## config.mk

```make
export PLATFORM = sky130hd
export DESIGN_NAME = if_fetch_unit
export DESIGN_NICKNAME = d
export VERILOG_FILES = /design/src/rtl/if_fetch_unit.sv
export SDC_FILE = /design/constraint.sdc
export NUM_CORES = 1
export LEC_CHECK = 0
export ABC_CLOCK_PERIOD_IN_PS = 12900
export CAP_MARGIN = 10
export CORE_MARGIN = 4
export CORE_UTILIZATION = 49
export DETAILED_ROUTE_END_ITERATION = 7
export GPL_ROUTABILITY_DRIVEN = 1
export HOLD_SLACK_MARGIN = 0.15
export PLACE_DENSITY_LB_ADDON = 0.05
export SYNTH_ARGS = -nofsm -noshare
export SYNTH_HDL_FRONTEND = slang
export SYNTH_SLANG_ARGS = --single-unit
```

## constraint.sdc

```tcl
create_clock -name clk -period 12.9 [get_ports clk]
set_input_delay 1.935 -clock clk [delete_from_list [all_inputs] [get_ports clk]]
set_output_delay 1.935 -clock clk [all_outputs]
set_load 0.05 [all_outputs]
```

## src/rtl/if_fetch_unit.sv

```systemverilog
// Instruction fetch unit.
//
// Issues word-aligned fetch requests to instruction memory, tracks up to two in-flight
// requests, buffers returned instructions in a two-entry output FIFO and presents them to
// the IF/ID stage. A redirect retargets fetch, flushes the FIFO and marks every request
// still in flight to be dropped when its response returns.
//
// Ports:
//   clk, rst          - clock and synchronous active-high reset
//   stall             - IF/ID is not accepting this cycle
//   redirect_valid    - taken branch/jump from a later stage
//   redirect_pc       - new fetch target (bits [1:0] ignored)
//   imem_req_*        - fetch request channel (valid/ready/addr)
//   imem_resp_*       - in-order response channel (valid/data), latency >= 1
//   out_valid/pc/instr- fetched instruction towards IF/ID
module if_fetch_unit #(
  parameter logic [31:0] RESET_PC = 32'h0000_0000
) (
  input  logic        clk,
  input  logic        rst,
  input  logic        stall,
  input  logic        redirect_valid,
  input  logic [31:0] redirect_pc,
  output logic        imem_req_valid,
  output logic [31:0] imem_req_addr,
  input  logic        imem_req_ready,
  input  logic        imem_resp_valid,
  input  logic [31:0] imem_resp_data,
  output logic        out_valid,
  output logic [31:0] out_pc,
  output logic [31:0] out_instr
);

  localparam logic [31:0] NopInstr = 32'h0000_0013;

  // Fetch PC
  logic [31:0] fetch_pc_q, fetch_pc_d;

  // In-flight PC queue: head pointer plus outstanding count
  logic [31:0] infl_pc_q [2];
  logic        infl_head_q, infl_head_d;
  logic [1:0]  outst_q, outst_d;
  logic [1:0]  drop_q, drop_d;

  // Output FIFO of {pc, instr}
  logic [31:0] fifo_pc_q    [2];
  logic [31:0] fifo_instr_q [2];
  logic        fifo_head_q, fifo_head_d;
  logic [1:0]  fifo_cnt_q, fifo_cnt_d;

  logic [2:0]  credit_used;
  logic        req_fire;
  logic        resp_take;
  logic        resp_keep;
  logic        fifo_pop;
  logic        infl_wr_idx;
  logic        fifo_wr_idx;

  // Requests in flight plus buffered instructions never exceed two, so a response always
  // has a FIFO slot waiting for it.
  assign credit_used    = {1'b0, outst_q} + {1'b0, fifo_cnt_q};
  assign imem_req_valid = !rst && !redirect_valid && (credit_used < 3'd2);
  assign imem_req_addr  = fetch_pc_q;
  assign req_fire       = imem_req_valid && imem_req_ready;

  // A response with nothing outstanding is a protocol violation and is ignored.
  assign resp_take = imem_resp_valid && (outst_q != 2'd0);
  // Responses in a redirect cycle belong to the old path.
  assign resp_keep = resp_take && (drop_q == 2'd0) && !redirect_valid;

  assign out_valid = !rst && (fifo_cnt_q != 2'd0) && !redirect_valid;
  assign fifo_pop  = out_valid && !stall;

  // Tail slot = head + count; a push only happens with count 0 or 1 (queue) or via the
  // full-FIFO push+pop case where the tail slot equals the slot being vacated.
  assign infl_wr_idx = infl_head_q ^ outst_q[0];
  assign fifo_wr_idx = fifo_head_q ^ fifo_cnt_q[0];

  always_comb begin
    fetch_pc_d  = fetch_pc_q;
    infl_head_d = infl_head_q ^ resp_take;
    outst_d     = outst_q + {1'b0, req_fire} - {1'b0, resp_take};
    drop_d      = drop_q;
    fifo_head_d = fifo_head_q;
    fifo_cnt_d  = fifo_cnt_q;

    if (redirect_valid) begin
      fetch_pc_d = {redirect_pc[31:2], 2'b00};
      // Everything still outstanding after this cycle is stale.
      drop_d     = outst_d;
      fifo_cnt_d = 2'd0;
    end else begin
      if (req_fire) begin
        fetch_pc_d = fetch_pc_q + 32'd4;
      end
      if (resp_take && (drop_q != 2'd0)) begin
        drop_d = drop_q - 2'd1;
      end
      fifo_head_d = fifo_head_q ^ fifo_pop;
      fifo_cnt_d  = fifo_cnt_q + {1'b0, resp_keep} - {1'b0, fifo_pop};
    end
  end

  always_ff @(posedge clk) begin
    if (rst) begin
      fetch_pc_q  <= RESET_PC;
      infl_head_q <= 1'b0;
      outst_q     <= 2'd0;
      drop_q      <= 2'd0;
      fifo_head_q <= 1'b0;
      fifo_cnt_q  <= 2'd0;
      for (int i = 0; i < 2; i++) begin
        infl_pc_q[i]    <= 32'd0;
        fifo_pc_q[i]    <= 32'd0;
        fifo_instr_q[i] <= 32'd0;
      end
    end else begin
      fetch_pc_q  <= fetch_pc_d;
      infl_head_q <= infl_head_d;
      outst_q     <= outst_d;
      drop_q      <= drop_d;
      fifo_head_q <= fifo_head_d;
      fifo_cnt_q  <= fifo_cnt_d;
      if (req_fire) begin
        infl_pc_q[infl_wr_idx] <= fetch_pc_q;
      end
      if (resp_keep) begin
        fifo_pc_q[fifo_wr_idx]    <= infl_pc_q[infl_head_q];
        fifo_instr_q[fifo_wr_idx] <= imem_resp_data;
      end
    end
  end

  always_comb begin
    out_pc    = 32'd0;
    out_instr = NopInstr;
    if (out_valid) begin
      out_pc    = fifo_pc_q[fifo_head_q];
      out_instr = fifo_instr_q[fifo_head_q];
    end
  end

endmodule

```

Word-level counts from Yosys, hierarchy flattened
Memories as Yosys holds them, arrays and structs flattened. A register that Yosys moved wholly into a read port is not among the register bits.
Index checks and enable logic that the tools add are counted.
W data, S select, Z words.
{"block": "word_totals", "reg_bits": 40, "mem_bits_rw": 192, "in_bits": 70, "out_inout_bits": 98, "elab_cells": 73, "mem_count": 3}
{"block": "op_classes", "addsub": 7, "n_lt_le_gt_ge": 1, "mux": 28, "bitwise_logic": 4, "n_reduce_logical": 23}
{"memory": "fifo_instr_q", "depth": 2, "width": 32, "rd": 1, "rd_ports_with_merged_regs": 1, "write_ports": 2, "line": "47", "rtl": "logic [31:0] fifo_instr_q [2];"}
{"memory": "fifo_pc_q", "depth": 2, "width": 32, "rd": 1, "rd_ports_with_merged_regs": 1, "write_ports": 2, "line": "46", "rtl": "logic [31:0] fifo_pc_q [2];"}
{"memory": "infl_pc_q", "depth": 2, "width": 32, "rd": 1, "rd_ports_with_merged_regs": 1, "write_ports": 2, "line": "40", "rtl": "logic [31:0] infl_pc_q [2];"}
{"op": "$mux W32", "n": 7}
{"op": "$reduce_or A32 Y1", "n": 3}
{"op": "$add A32 B3 Y32 const B", "n": 1}
{"op": "$mux W1", "n": 19}
{"op": "$logic_and A1 B1 Y1", "n": 10}
{"op": "$reduce_bool A2 Y1", "n": 5}
{"op": "$add A2 B1 Y2", "n": 2}
{"op": "$mux W2", "n": 2}
{"op": "$sub A2 B1 Y2", "n": 2}
{"op": "$xor A1 B1 Y1", "n": 4}
{"op": "$add A2 B2 Y3", "n": 1}
{"op": "$logic_not A1 Y1", "n": 3}
{"op": "$lt A3 B2 Y1 const B", "n": 1}
{"op": "$logic_not A2 Y1", "n": 1}
{"op": "$reduce_or A2 Y1", "n": 1}
{"op": "$sub A2 B1 Y2 const B", "n": 1}

Depth between registers and ports, before layout
{"block": "depth", "word_depth": 9, "depth_mapped": 15, "depth_no_buf": 13}

Worst setup path before layout
No wires, ideal clock.
{"block": "synth_path", "kind": "input -> output", "from": "in redirect_valid", "to": "out imem_req_valid", "arrival_time_ps": 3676, "t_required_ps": 10965, "slack_ps": 7289, "path_stages": 2, "n_path_buf": 1, "path_cell_list": "clkbuf_1 -> nor4_1"}
{"block": "synth_via", "elab_chain_cells": 3}
{"item": "start, declared", "line": "22", "rtl": "input logic redirect_valid,"}
{"item": "$logic_not A1 Y1", "line": "62", "rtl": "assign imem_req_valid = !rst && !redirect_valid && (credit_used < 3'd2);"}
{"item": "$logic_and A1 B1 Y1 (2 in series)", "line": "62"}
{"item": "end, declared", "line": "24", "rtl": "output logic imem_req_valid,"}
Every way passes these cells.

Worst setup path after layout
{"block": "layout_path", "from": "in rst", "to": "out out_instr[4]"}
{"block": "layout_via", "elab_chain_cells": 4}
{"item": "start, declared", "line": "20", "rtl": "input logic rst,"}
{"item": "$logic_not A1 Y1", "line": "71", "rtl": "assign out_valid = !rst && (fifo_cnt_q != 2'd0) && !redirect_valid;"}
{"item": "$logic_and A1 B1 Y1 (2 in series)", "line": "71"}
{"item": "$mux W32", "line": "137", "rtl": "if (out_valid) begin"}
{"item": "end, declared", "line": "31", "rtl": "output logic [31:0] out_instr"}
Every way passes these cells.

==> results by group <==
Setup path
  • Reg-to-Reg End: drop_q[1]
  • Setup crit end kind: output pin
  • Worst r2r src: fifo_cnt_q[0]
  • FF-to-FF path depth: 13
  • Startpoint types: input port
  • CP Class: input port to output pin
  • Crit path max fanout: 60
  • Worst EP required: 10970 ps
  • R2R Setup Slk: 9430 ps
  • Worst Path Arrival: 4830 ps

Timing
  • Total negative setup slack: 0 ps
  • RSZ-0062 raised after global routing: false
  • Final Setup Violations: 0
  • Slew @ Worst Pin: 1110 ps
  • Achievable Freq: 0.148 GHz
  • Slack of the critical path: 6140 ps
  • Final hold vios: 0
  • Final min period: 6760 ps
  • Slew Limit Fails: 0
  • Max-slew headroom: 26.2%
  • Setup Skew: 12.1 ps
  • Share of the clock period used by the worst path: 52.4%

Synthesis
  • Unique masters post-synth: 45
  • EDFF count, synth: 184
  • Ys flop type: edfxtp_1
  • Most frequent cell after synthesis: edfxtp_1
  • Syn_area_per_cell: 11.9 sq um
  • Synth area leaders: edfxtp_1, mux2i_1, dfxtp_1
  • Post-synth ARST share: 0%
  • Mapped Area: 10200 sq um
  • Register area share after synthesis: 61.9%
  • Share of the synthesized area in the top cell type: 54.3%
  • Top cells by count, synth: edfxtp_1, nor2_1, mux2i_1
  • Yosys top cell by area: edfxtp_1
  • Synth warn: 0
  • Post-Syn Instances: 857
  • #FFs+latches synth: 223

Min path
  • Worst Hold Class: register to register
  • Hold path startpoint: imem_req_addr[8]
  • Hold path endpoint: imem_req_addr[8]
  • Hold-critical path depth: 2

Cells and area
  • Ant diodes: 0
  • Final Util: 63.1%
  • Final nets: 1076
  • Area grow syn2layout: 26.1%
  • Layout cell share with drive strength beyond 1: 6.78%

Floorplan
  • Die Wd: 152 microns
  • Initial Util: 50.0%
  • Core region area: 20400 sq um
  • Std cell rows: 52
  • I/O pins: 168
  • Die Ht: 152 microns
  • Full die area: 23200 sq um

Clocking
  • Reg clk slew, reported paths: 60 ps
  • Post_cts resized: 0
  • Clock Path Buffers: 3
  • Clock latency on the worst-skew pair: 500 ps
  • CTS tree: done
  • CTS Hold Bufs: 0
  • CTS sink cnt: 223
  • CTS Buf Count: 24
  • CTS HTree Levels: 1
  • Post-CTS Setup Inserts: 0
  • Clock Tree Root: clkbuf_16

Status
  • Status: complete, no violations

Power and ir drop
  • Tot Pwr: 0.00186 W
  • Switching power: 0.000504 W
  • Switching Fraction: 27.0%
  • Internal power contribution: 0.00136 W
  • Reg power frac: 47.8%
  • Leakage dissipation: 4.60 nW
  • Logic pwr share: 16.0%
  • Peak supply drop: 0.0797 mV
  • Clock power frac: 36.2%
  • Total power divided by cell area: 145 nW/um^2

Global route
  • First-pass GRT wire length: 36100 microns
  • Pin count of the biggest net entering global routing: 63
  • GRT Total Usage: 18.8%
  • Initial antenna violation count: 0
  • Vias in the first global route: 6813
  • GRT overflow: 0

Placement
  • Placed wire-length estimate: 13300 microns
  • Pre-CTS setup slack: 6110 ps
  • Final GP Congestion: 0.784
  • PortBufs: 161

Drt
  • Remaining antenna violation count: 0
  • DR vias/cell: 5.36
  • Drc violations: 0
  • Vias: 6902
  • Starting DRT DRC Count: 381
  • Total detailed-routing wirelength: 22100 microns
  • Drt wl/cell: 17.1 microns
  • 1st-pass router iterations: 5

Job
  • Max Cap Viol: 0
registers in the layout, summed over array words and instances (netlist names), named ones only:
register	cells
imem_req_addr	30
fifo_head_q	1
infl_pc_q	60
outst_q	2
fifo_cnt_q	2
fifo_pc_q	60
fifo_instr_q	64
infl_head_q	1
drop_q	2
cell families (layout without fill, tap and decap cells):
logic type,count (synthesis),count (layout),share of synthesized area [%]
and+or+nand+nor,368,368,18.6
DFF,223,223,61.9
muxes,95,95,9.34
buffers and inverters,73,230,2.87
AOI/OAI and AO/OA,63,63,3.97
xor gates and xnor gates,27,27,2.32
adders and majority gates,7,7,0.934
other,1,4,0.0368
worst max-delay path, cell delays in order:
cell	delay, ps
clkdlybuf4s50_1	450
buf_4	410
nor2_1	250
o21ai_4	110
buf_4	540
inv_1	180
nand2_1	90
clkdlybuf4s50_1	800
layer usage:
layer  track usage, %  up-vias  part of all wire [%]
met4             3.94        0                   1.1
met1             26.7     3311                    47
met5                0        -                     0
met3             3.46       21                   5.6
li1                 -     3360                     -
met2             30.6      210                    46
worst max-delay path by stage:
stage                    from              to  slack, ps  cells past startpoint
4_1_cts                   rst    out_instr[4]       6110                      8
3_5_place_dp              rst    out_instr[4]       6110                      8
5_1_grt                   rst    out_instr[4]       5940                      8
2_1_floorplan  redirect_valid  imem_req_valid       7290                      2
6_report                  rst    out_instr[4]       6140                      8
3_3_place_gp              rst    out_instr[4]       6120                      8
power by group through the flow:
stage / clock (W) / combinational (W) / sequential [W]
detailed placement: 0 / 0.000297 / 0.000907
CTS: 0.000689 / 0.000300 / 0.000892
global route: 0.000721 / 0.000325 / 0.000900
finish: 0.000675 / 0.000298 / 0.000892
global placement: 0 / 0.000296 / 0.000905
floorplan: 0 / 0.000193 / 0.000903
stage by stage:
step | area, sq um | hold slack (ps) | std cells
3_3_place_gp | 12000 | 522 | 1243
3_5_place_dp | 12000 | 529 | 1243
5_1_grt | 12800 | 573 | 1287
4_1_cts | 12800 | 540 | 1287
6_report | 12800 | 534 | 1287
2_1_floorplan | 10200 | 551 | 860
placed cells by master, fill, tap and decap left out, types with 3 or more instances in the layout:
cell type,count
a31oi_1,12
clkbuf_1,4
nand2_1,20
clkbuf_8,6
nor3_1,11
conb_1,4
ha_1,6
o21ai_0,10
inv_1,11
nor4_1,5
xor2_1,20
edfxtp_1,184
a21oi_1,10
and2_1,78
a32oi_1,3
a211oi_1,3
clkbuf_16,25
a222oi_1,3
xnor2_1,7
nand4_1,15
nor2_1,151
dfxtp_1,37
nand3_1,17
and3_1,57
mux2i_1,95
buf_4,13
clkinv_2,5
o22ai_1,12
clkdlybuf4s50_1,161
o21ai_4,3
area by class of cell:
cell class,count,area (sq um)
Fill cell,1626,7520
Sequential cell,223,6310
Multi-Input combinational cell,564,3640
Timing Repair Buffer,174,1710
Clock buffer,35,723
Tap cell,270,338
Clock inverter,9,78.8
Inverter,12,45.0
Power figures use the tool's default switching activity.
==> variant, RTL diff (same flow settings) <==
Reset style: asynchronous (`rst`), changed in one clocked block. Comments in the files are not updated.
--- a/src/rtl/if_fetch_unit.sv
+++ b/src/rtl/if_fetch_unit.sv
@@ -101,7 +101,7 @@
     end
   end
 
-  always_ff @(posedge clk) begin
+  always_ff @(posedge clk or posedge rst) begin
     if (rst) begin
       fetch_pc_q  <= RESET_PC;
       infl_head_q <= 1'b0;
Check against the original RTL: differs if rst is asserted again (counterexample within 4 cycles, from zero or initial values and one cycle with rst high); with rst held inactive, the same outputs for 4 cycles.
==> variant against the unedited design <==
- sequential cell count down 1
- sequential share of layout area decreased by 5.7 points
- design area down 0.35%
- worst setup slack gained 0.072 ns
- worst hold slack worse by 0.053 ns
- area after synthesis rose by 0.45%
- via count up 4.5%
- routed wire length is 4.4% higher
- critical endpoint is now out_instr[0]
Power is not compared: it rests on default switching activity, and its combinational part moved more than twofold at a synthesized area within 25%.
==> variant: results (changes against the unedited design) <==
stage,metric,value,unit,change
worst_setup_path,Worst path slowest cell,clkdlybuf4s50_1,,
placed_design,RD Place Congestion,0.785,,+0.20%
routing,drt total wl,23000,um,+4.4%
global_routing,global-route wire length before repair,38200,um,+5.8%
logic_synthesis,Netlist cell types,46,,+2.2%
logic_synthesis,sequential-to-total area share from yosys stat,54.3,%,-7.6 points
placed_design,PortBufs,161,,unchanged
worst_setup_path,"CP delay by family, top",buffers and inverters,,
placed_design,placed cells,1286,,+3.5%
logic_synthesis,synth warn,0,,unchanged
logic_synthesis,Main synth FF type,dfrtp_1,,
placed_design,Placement Cell Area,0.0120,mm^2,about the same
routing,Vias per Instance,5.44,,+1.4%
logic_synthesis,Mean Syn Cell Area,11.3,um^2,-5.3%
cells_and_area,top flop regs,"fifo_instr_q: 64 flops, fifo_pc_q: 60 flops, infl_pc_q: 60 flops",,
logic_synthesis,synth cell count leaders,"dfrtp_1, nor2_1, mux2_2",,
global_routing,met2 GRT Util,30.2,%,-0.32 points
worst_setup_path,critical path's largest stage delay,0.80,ns,about the same
timing,Clock Skews,0.00706,ns,-0.00506 ns
timing,Max-slew headroom,27.2,%,+1.0 points
global_routing,met3 usage in global routing,3.78,%,+0.31 points
clock_tree,PostCTS Resize Cnt,0,,unchanged
cells_and_area,Nets,1119,,+4.0%
global_routing,met1 Use GR,29.7,%,+3.0 points
worst_setup_path,CP Max Fanout,61,,+1.7%
cells_and_area,layout cells sized above 1,16.7,%,+10 points
clock_tree,clk buf depth,3,,unchanged
clock_tree,total CTS buffers,24,,unchanged
logic_synthesis,asr flop ratio synth,100,%,+100 points
placed_design,Final HPWL DP,14600,um,+9.3%
routing,drt pass-1 iters,5,,unchanged
global_routing,vias in the first global route,7117,,+4.5%
clock_tree,CTS root buffer,clkbuf_16,,
routing,Detailed Route Iter0 Violations,382,,+0.26%
logic_synthesis,"top cells by area, synth","dfrtp_1, mux2_2, mux2i_1, nor2_1, a21oi_1",,
worst_setup_path,"Arr. time, crit path",4.75,ns,-0.08 ns
routing,DR vias,7213,,+4.5%
timing,Setup TNS Final,0,ns,unchanged
status,status,"complete, no violations",,
placed_design,pre-CTS setup slack,6.21,ns,+0.0912 ns
global_routing,largest net degree at the start of global routing,162,,+160%
global_routing,gr usage total,19.6,%,+0.87 points
==> variant: report_power, final <==
| part | internal, mW | leakage, nW | switching (mW) |
|---|---|---|---|
| clock network | 0.392 | 0.380 | 0.261 |
| logic | 0.427 | 2.40 | 0.438 |
| registers | 1.00 | 2.74 | 0.176 |
| total | 1.82 | 5.53 | 0.875 |
==> variant: layout make-up <==
type | count | area [um^2]
inverters | 13 | 56.3
repair buffers | 172 | 1690
well taps | 270 | 338
flip-flops and latches | 222 | 5560
fillers | 1730 | 7560
multi-input cells | 609 | 4390
clock inverters | 4 | 20.0
clock buffers | 37 | 741
==> variant: final timing paths <==
path | start | end | cells past startpoint | slack (ns)
min reg2reg | infl_pc_q[12]$_DFFE_PP0P_ | infl_pc_q[12]$_DFFE_PP0P_ | 2 | 0.48
max in group asynchronous | rst | fifo_head_q$_DFFE_PP0N_ | 3 | 9.20
max reg2reg | fifo_cnt_q[0]$_DFF_PP0_ | drop_q[1]$_DFFE_PP0P_ | 14 | 9.46
min | infl_pc_q[12]$_DFFE_PP0P_ | infl_pc_q[12]$_DFFE_PP0P_ | 2 | 0.48
max | redirect_valid | out_instr[0] | 8 | 6.21
min in group asynchronous | rst | outst_q[1]$_DFF_PP0_ | 2 | 2.19
==> variant: logic make-up after synthesis <==
| kind of cell | share of synthesized area [%] |
|---|---|
| AO/OA/AOI/OAI | 7.47 |
| XOR/XNOR | 1.20 |
| adder cells (fa/ha/maj) | 0.930 |
| buffers and inverters | 3.16 |
| flip-flops | 54.3 |
| multiplexers | 22.2 |
| other | 0.0367 |
| AND/OR/NAND/NOR | 10.7 |
==> variant: metal layers <==
layer	vias up	share of wire, %
met5	-	0
met4	0	0.82
met3	15	6.0
met2	212	44
met1	3529	49
li1	3457	-
